===== config.mk =====
export PLATFORM = sky130hd
export DESIGN_NAME = typecm_tx
export DESIGN_NICKNAME = d
export VERILOG_FILES = /design/src/rtl/typecm_tx.sv
export SDC_FILE = /design/constraint.sdc
export NUM_CORES = 1
export LEC_CHECK = 0
export BUFFER_PORTS_ARGS = -buffer_cell sky130_fd_sc_hd__buf_2
export CAP_MARGIN = 10
export CORE_ASPECT_RATIO = 1.5
export CORE_MARGIN = 2
export CORE_UTILIZATION = 58
export DETAILED_ROUTE_END_ITERATION = 10
export GPL_TIMING_DRIVEN = 1
export PLACE_DENSITY = 0.8
export SETUP_SLACK_MARGIN = 0.05
export SYNTH_ARGS = -nofsm -noshare
export SYNTH_HDL_FRONTEND = slang
export SYNTH_SLANG_ARGS = --single-unit

===== constraint.sdc =====
create_clock -name clk -period 3.6 [get_ports clk]
set_input_delay 0.54 -clock clk [delete_from_list [all_inputs] [get_ports clk]]
set_output_delay 0.54 -clock clk [all_outputs]
set_load 0.02 [all_outputs]

===== src/rtl/typecm_tx.sv =====
// Frame transmitter: wraps a bag type and optional payload in a sync/type/len/CRC-8 frame
// and streams it byte by byte over a valid/ready handshake.
module typecm_tx #(
  parameter logic [7:0] SYNC0 = 8'hEB,
  parameter logic [7:0] SYNC1 = 8'h90
) (
  input  logic       clk,
  input  logic       rst,
  input  logic       fs_tx,
  output logic       fd_tx,
  input  logic [3:0] tx_btype,
  input  logic [7:0] data_len,
  output logic [7:0] ram_addr,
  input  logic [7:0] ram_data,
  output logic [7:0] tx_data,
  output logic       tx_valid,
  input  logic       tx_ready
);

  localparam int unsigned BW = 8;
  localparam int unsigned TW = 4;

  typedef enum logic [3:0] {
    S_IDLE, S_LATCH, S_SYNC0, S_SYNC1, S_TYPE, S_LEN, S_FETCH, S_DATA, S_CRC, S_DONE
  } state_e;

  state_e          state_q;
  logic [TW-1:0]   btype_q;
  logic [BW-1:0]   len_q;
  logic [BW-1:0]   cnt_q;
  logic [BW-1:0]   crc_q;
  logic [BW-1:0]   tx_data_q;
  logic [BW-1:0]   ram_addr_q;
  logic            tx_valid_q;
  logic            fd_tx_q;

  logic [BW-1:0]   crc_d;
  logic [BW-1:0]   cnt_nxt;
  logic            is_data;
  logic            xfer;

  // CRC-8, poly 0x07, MSB first, one byte folded into the running remainder
  function automatic logic [BW-1:0] crc8_byte(input logic [BW-1:0] crc, input logic [BW-1:0] d);
    logic [BW-1:0] c;
    c = crc ^ d;
    for (int i = 0; i < 8; i++) begin
      c = c[7] ? ({c[6:0], 1'b0} ^ 8'h07) : {c[6:0], 1'b0};
    end
    return c;
  endfunction

  assign crc_d   = crc8_byte(crc_q, tx_data_q);
  assign cnt_nxt = cnt_q + 8'd1;
  assign xfer    = tx_valid_q & tx_ready;

  always_comb begin
    is_data = 1'b0;
    case (btype_q)
      4'h5, 4'h6, 4'h7, 4'h8, 4'h9, 4'hA, 4'hC, 4'hD, 4'hE: is_data = 1'b1;
      default: is_data = 1'b0;
    endcase
  end

  // Every output is updated together with the state so it is valid for the whole state
  always_ff @(posedge clk or posedge rst) begin
    if (rst) begin
      state_q    <= S_IDLE;
      btype_q    <= '0;
      len_q      <= '0;
      cnt_q      <= '0;
      crc_q      <= '0;
      tx_data_q  <= '0;
      ram_addr_q <= '0;
      tx_valid_q <= 1'b0;
      fd_tx_q    <= 1'b0;
    end else begin
      case (state_q)
        S_IDLE: begin
          if (fs_tx) state_q <= S_LATCH;
        end
        S_LATCH: begin
          btype_q    <= tx_btype;
          len_q      <= data_len;
          crc_q      <= '0;
          cnt_q      <= '0;
          ram_addr_q <= '0;
          tx_data_q  <= SYNC0;
          tx_valid_q <= 1'b1;
          state_q    <= S_SYNC0;
        end
        S_SYNC0: begin
          if (xfer) begin
            tx_data_q <= SYNC1;
            state_q   <= S_SYNC1;
          end
        end
        S_SYNC1: begin
          if (xfer) begin
            tx_data_q <= {~btype_q, btype_q};
            state_q   <= S_TYPE;
          end
        end
        S_TYPE: begin
          if (xfer) begin
            crc_q <= crc_d;
            if (is_data) begin
              tx_data_q <= len_q;
              state_q   <= S_LEN;
            end else begin
              tx_data_q <= crc_d;
              state_q   <= S_CRC;
            end
          end
        end
        S_LEN: begin
          if (xfer) begin
            crc_q <= crc_d;
            if (len_q != '0) begin
              tx_valid_q <= 1'b0;
              ram_addr_q <= cnt_q;
              state_q    <= S_FETCH;
            end else begin
              tx_data_q <= crc_d;
              state_q   <= S_CRC;
            end
          end
        end
        // Buffer read data settles during this cycle and is captured at its end
        S_FETCH: begin
          tx_data_q  <= ram_data;
          tx_valid_q <= 1'b1;
          state_q    <= S_DATA;
        end
        S_DATA: begin
          if (xfer) begin
            crc_q <= crc_d;
            cnt_q <= cnt_nxt;
            if (cnt_nxt != len_q) begin
              tx_valid_q <= 1'b0;
              ram_addr_q <= cnt_nxt;
              state_q    <= S_FETCH;
            end else begin
              tx_data_q <= crc_d;
              state_q   <= S_CRC;
            end
          end
        end
        S_CRC: begin
          if (xfer) begin
            tx_valid_q <= 1'b0;
            fd_tx_q    <= 1'b1;
            state_q    <= S_DONE;
          end
        end
        S_DONE: begin
          if (!fs_tx) begin
            fd_tx_q <= 1'b0;
            state_q <= S_IDLE;
          end
        end
        default: state_q <= S_IDLE;
      endcase
    end
  end

  assign fd_tx    = fd_tx_q;
  assign tx_data  = tx_data_q;
  assign tx_valid = tx_valid_q;
  assign ram_addr = ram_addr_q;

endmodule


# After elaboration in Yosys (flattened, before gate mapping)

Memories as Yosys holds them, arrays and structs flattened.
Cells that the tools add are included.

Memories: 1
Bits in read-only memories: 16
Register bits after elaboration: 50
Input port bits: 24
Word-level logic and storage cells: 109

Memories:

| memory          | words | bits a word | rd ports | clocked after memory_dff | write ports | RTL line | RTL |
|---|---|---|---|---|---|---|---|
| (no name shown) | 16    | 1           | 1        | 0                        | 0           | 58       | `case (btype_q)` |

Muxes and demuxes: 47
Reductions and logical operators: 17
Equal/unequal tests: 23
Bitwise operators: 11
Add/subtract/negate cells: 1

Operator list:

| operator                                       | number |
|---|---|
| two-way mux 8 bit                              | 14 |
| one-hot mux 8 bit (7 select lines)             | 1 |
| two-way mux 4 bit                              | 11 |
| one-hot mux 4 bit (10 select lines)            | 1 |
| one-hot mux 8 bit (2 select lines)             | 2 |
| two-way mux 3 bit                              | 8 |
| != test 2 bit (second input constant)          | 12 |
| NOT 3 bit                                      | 8 |
| one-hot mux 8 bit (3 select lines)             | 1 |
| == test 4 x 3 -> 1 bit (second input constant) | 4 |
| AND reduction 8 bit                            | 2 |
| adder 8 x 1 -> 8 bit (second input constant)   | 1 |
| == test 4 x 2 -> 1 bit (second input constant) | 2 |
| == test 4 bit (second input constant)          | 2 |
| != test 8 bit                                  | 1 |
| nonzero test 8 bit                             | 1 |
| XOR 8 bit                                      | 1 |
| two-way mux 1 bit                              | 7 |
| nonzero test 7 bit                             | 1 |
| AND reduction 6 bit                            | 1 |
| nonzero test 2 bit                             | 3 |
| AND reduction 5 bit                            | 1 |
| == test 4 x 1 -> 1 bit (second input constant) | 1 |
| logical NOT 4 bit                              | 1 |
| other kinds (11)                               | 12 |

# Longest topological paths before layout

Word-level depth: 20
Depth in mapped cells: 9
Gate-level depth less buffers: 7

# Worst setup path after synthesis

Ideal clock, no wire load.

Kind: reg2reg
Start: reg cnt_q[1]
End: reg tx_data_q[0] (netlist: tx_data[0])
Required time: 3475 ps
Clock period less this slack: 2472 ps
Stages on the path, launching flop included: 10
Arrival time: 2347 ps
Buffers on the path: 2
Library setup time: 125 ps
Setup slack: 1128 ps
Path through: dfrtp_1 -> ha_1 -> clkbuf_8 -> nand3_1 -> a211oi_1 -> o221ai_1 -> a2111oi_4 -> o21ba_1 -> buf_6 -> mux2_4

Cells in the longest elaborated chain, start to end: 4

RTL lines:

| element                              | RTL line | RTL |
|---|---|---|
| start: declaration                   | 30       | `logic [BW-1:0] cnt_q;` |
| start signal: assignment             | 137      | `cnt_q <= cnt_nxt;` |
| adder 8 x 1 -> 8 bit                 | 53       | `assign cnt_nxt = cnt_q + 8'd1;` |
| != test 8 bit                        | 138      | `if (cnt_nxt != len_q) begin` |
| != test 2 bit (no source line)       | -        |  |
| AND reduction 8 bit (no source line) | -        |  |
| end signal: assignment               | 123      | `tx_data_q <= crc_d;` |
| end signal: assignment               | 130      | `tx_data_q <= ram_data;` |
| end signal: assignment               | 143      | `tx_data_q <= crc_d;` |
| end: declaration                     | 32       | `logic [BW-1:0] tx_data_q;` |

Every way passes these cells.
A chain may end at the register's enable or synchronous reset.

# Final worst setup path

Start: reg cnt_q[0]
End: reg tx_data_q[0] (netlist: tx_data[0])

The elaborated chain is that of the path after synthesis.

==> qor.txt <==
Status: complete, no violations
Final Hold Fails: 0
Io pins: 42
Layout cell share with drive strength beyond 1: 19.3%
Synth top area cells: dfrtp_1 38%, nand2_1 8.2%, xnor2_1 5.3%
TNS Setup: 0 ps
Die width: 65.9 um
Pre-CTS setup slack: 511 ps
Post-CTS Resized: 0
CTS clk-pin slew, worst paths: 110 ps
Yosys reg bits: 50
Fmax: 0.318 GHz
Yosys warnings: 0
Worst vdd ir: 0.000695 V
DRT Pass-1 Iters: 5
Setup Skew: 10.6 ps
Most frequent cells in the layout: 73 x nand2_1, 50 x dfrtp_1, 41 x buf_2
Crit path largest cell delay: 560 ps
Async SR Flop Fraction: 100%
Post-synth top flop: dfrtp_1
CTS tree: built
Synth Area per Inst: 8.96 sq um
Port buffer count: 41
FF+latch area: 1250 sq um
Mapped Cells: 372
MaxCap Viol Count: 0
Unrepaired setup endpoints after global routing: false
Arrival @ worst endpoint: 3340 ps
# fillers: 486
RePlAce Congestion: 0.958
Total track usage: 29.1%
1st-iter DRT viols: 290
Fin crit share: 87.4%
Final HPWL DP: 6.32 mm
Drt drc: 0
Final Critical Period: 3150 ps
Vias in the first global route: 2957
Cell area power density: 1010 nW/um^2
Clock sink count: 50
Core area: 5490 sq um
Buf+Inv Stages, Crit Path: 1
Clock Root Buffer: clkbuf_8
Critical Path Sink Type: register
Top-area cell type share of the netlist area: 37.5%
Clk buf depth: 2
Antenna violations before repair: 0
Top delay family on crit path: compound AO/OA/AOI/OAI gates
Worst-margin pin slew: 1080 ps
Synthesized area: 3330 sq um
Relative slew slack: 27.9%
Die ar.: 6380 sq um
Cell breakdown of the critical path: ha_1, inv_1, nor4b_1, o311ai_1, a2111oi_4, o21ba_1, mux2_4
Hold WC Path Type: input pin to register
Area growth, synth to finish: 6.76%
Post-synth EDFFs: 0
Initial Util: 60.7%
DRT antenna net count: 0
Post-synth top area cell: dfrtp_1
Final global-route overflow total: 0
First-pass GRT wire length: 14.4 mm
Post-CTS Repair Setup Buffers: 0
Syn_nets: 397
Hold_ws: 411 ps
Slowest cell on the critical path: dfrtp_1
Final Setup Violations: 0
Largest net degree at the start of global routing: 51
Crit path max fanout: 12
CTS Hold Buffers Added: 0
Routed via count: 2971
Post-synthesis sequential area ratio: 37.5%
ANT cells: 0
TritonCTS Buffers: 5
Vias per cell: 6.33
Detailed Route WL: 8.70 mm
Commonest non-fill, non-tap cell in the layout: nand2_1
Required @ worst endpoint: 3800 ps
Netlist cell types: 60
H-tree Lvls: 2
Clock Latency Late Sink: 310 ps
Crit path kind: register to register
Final WS setup: 453 ps
Final Max Tran Viols: 0
Routed len/inst: 18.6 um
CP startpoint kind: register
Multi-input logic area: 1880 sq um
Layout Nets: 423
Static Leak: 1.59 nW
Die Height: 96.8 um
Num rows: 33
==> worst min-delay path, cell delays in order <==
cell,delay (ps)
buf_2,70
nand2_1,40
nand2_1,40
==> routing by layer <==
metal,routed length [um],vias up,track usage [%]
met1,3320,1435,34.6
met2,4520,132,50.2
li1,-,1368,-
met4,416,0,14.1
met3,443,36,3.72
met5,0,-,0
==> path summary, 6_finish.rpt <==
kind | slack, ps | startpoint | endpoint | depth (start not counted)
worst max-delay path | 450 | cnt_q[0] | tx_data[0] | 7
worst min-delay path | 410 | data_len[2] | len_q[2] | 3
worst max register to register | 450 | cnt_q[0] | tx_data[0] | 7
worst min register to register | 510 | ram_addr[2] | ram_addr[2] | 1
max in group asynchronous | 2430 | rst | tx_data[0] | 2
min in group asynchronous | 480 | rst | len_q[6] | 2
==> where the power goes <==
part / internal (mW) / switching [mW]
clock network: 0.137 / 0.206
registers: 0.757 / 0.383
logic: 0.896 / 1.21
==> metrics by stage <==
| stage | std cells | area, sq um | util [%] | power [mW] |
|---|---|---|---|---|
| 2_1_floorplan | 372 | 3330 | - | 2.72 |
| 3_3_place_gp | 461 | 3470 | 63.2 | 3.15 |
| 3_5_place_dp | 461 | 3470 | 63.2 | 3.21 |
| 4_1_cts | 469 | 3560 | 64.8 | 3.55 |
| 5_1_grt | 469 | 3560 | 64.8 | 3.83 |
| 6_report | 469 | 3560 | 64.8 | 3.59 |
==> state kept, by name (all words and copies together), names as in the netlist <==
register and flops:
btype_q 4, cnt_q 8, crc_q 8, fd_tx 1
len_q 8, ram_addr 8, state_q 4, tx_data 8
tx_valid 1
==> Yosys cell counts, types with 3 or more instances <==
cell / count
xnor2_1: 20
mux2_4: 7
o21ai_0: 25
a31oi_1: 4
clkbuf_8: 7
and3_1: 5
mux2_2: 9
nor2b_1: 4
inv_1: 6
nand3_1: 4
dfrtp_1: 50
a22o_1: 6
a221o_1: 3
nand4_1: 6
nor3_1: 9
nand2_1: 73
o41ai_1: 4
mux2i_1: 5
nor2_1: 22
a21oi_1: 24
clkbuf_1: 14
o31ai_1: 5
xor2_1: 18
==> final cells by class <==
cell class / count / area share, %
clock buffer: 5 / 1.93
clock inverter: 3 / 0.598
inverter: 7 / 0.738
timing repair buffer: 44 / 6.40
sequential: 50 / 35.2
tap: 70 / 2.46
multi-input combinational: 290 / 52.7
==> cell families (layout without fill, tap and decap cells) <==
family / Yosys count / in the layout / share of synthesized area [%]
and+or+nand+nor: 135 / 135 / 18.5
AOI/OAI and AO/OA: 95 / 95 / 19.7
DFF: 50 / 50 / 37.5
xor gates and xnor gates: 38 / 38 / 9.99
buffers and inverters: 32 / 59 / 6.19
muxes: 21 / 21 / 7.70
adders and majority gates: 1 / 1 / 0.375
(Power assumes the default switching activity.)
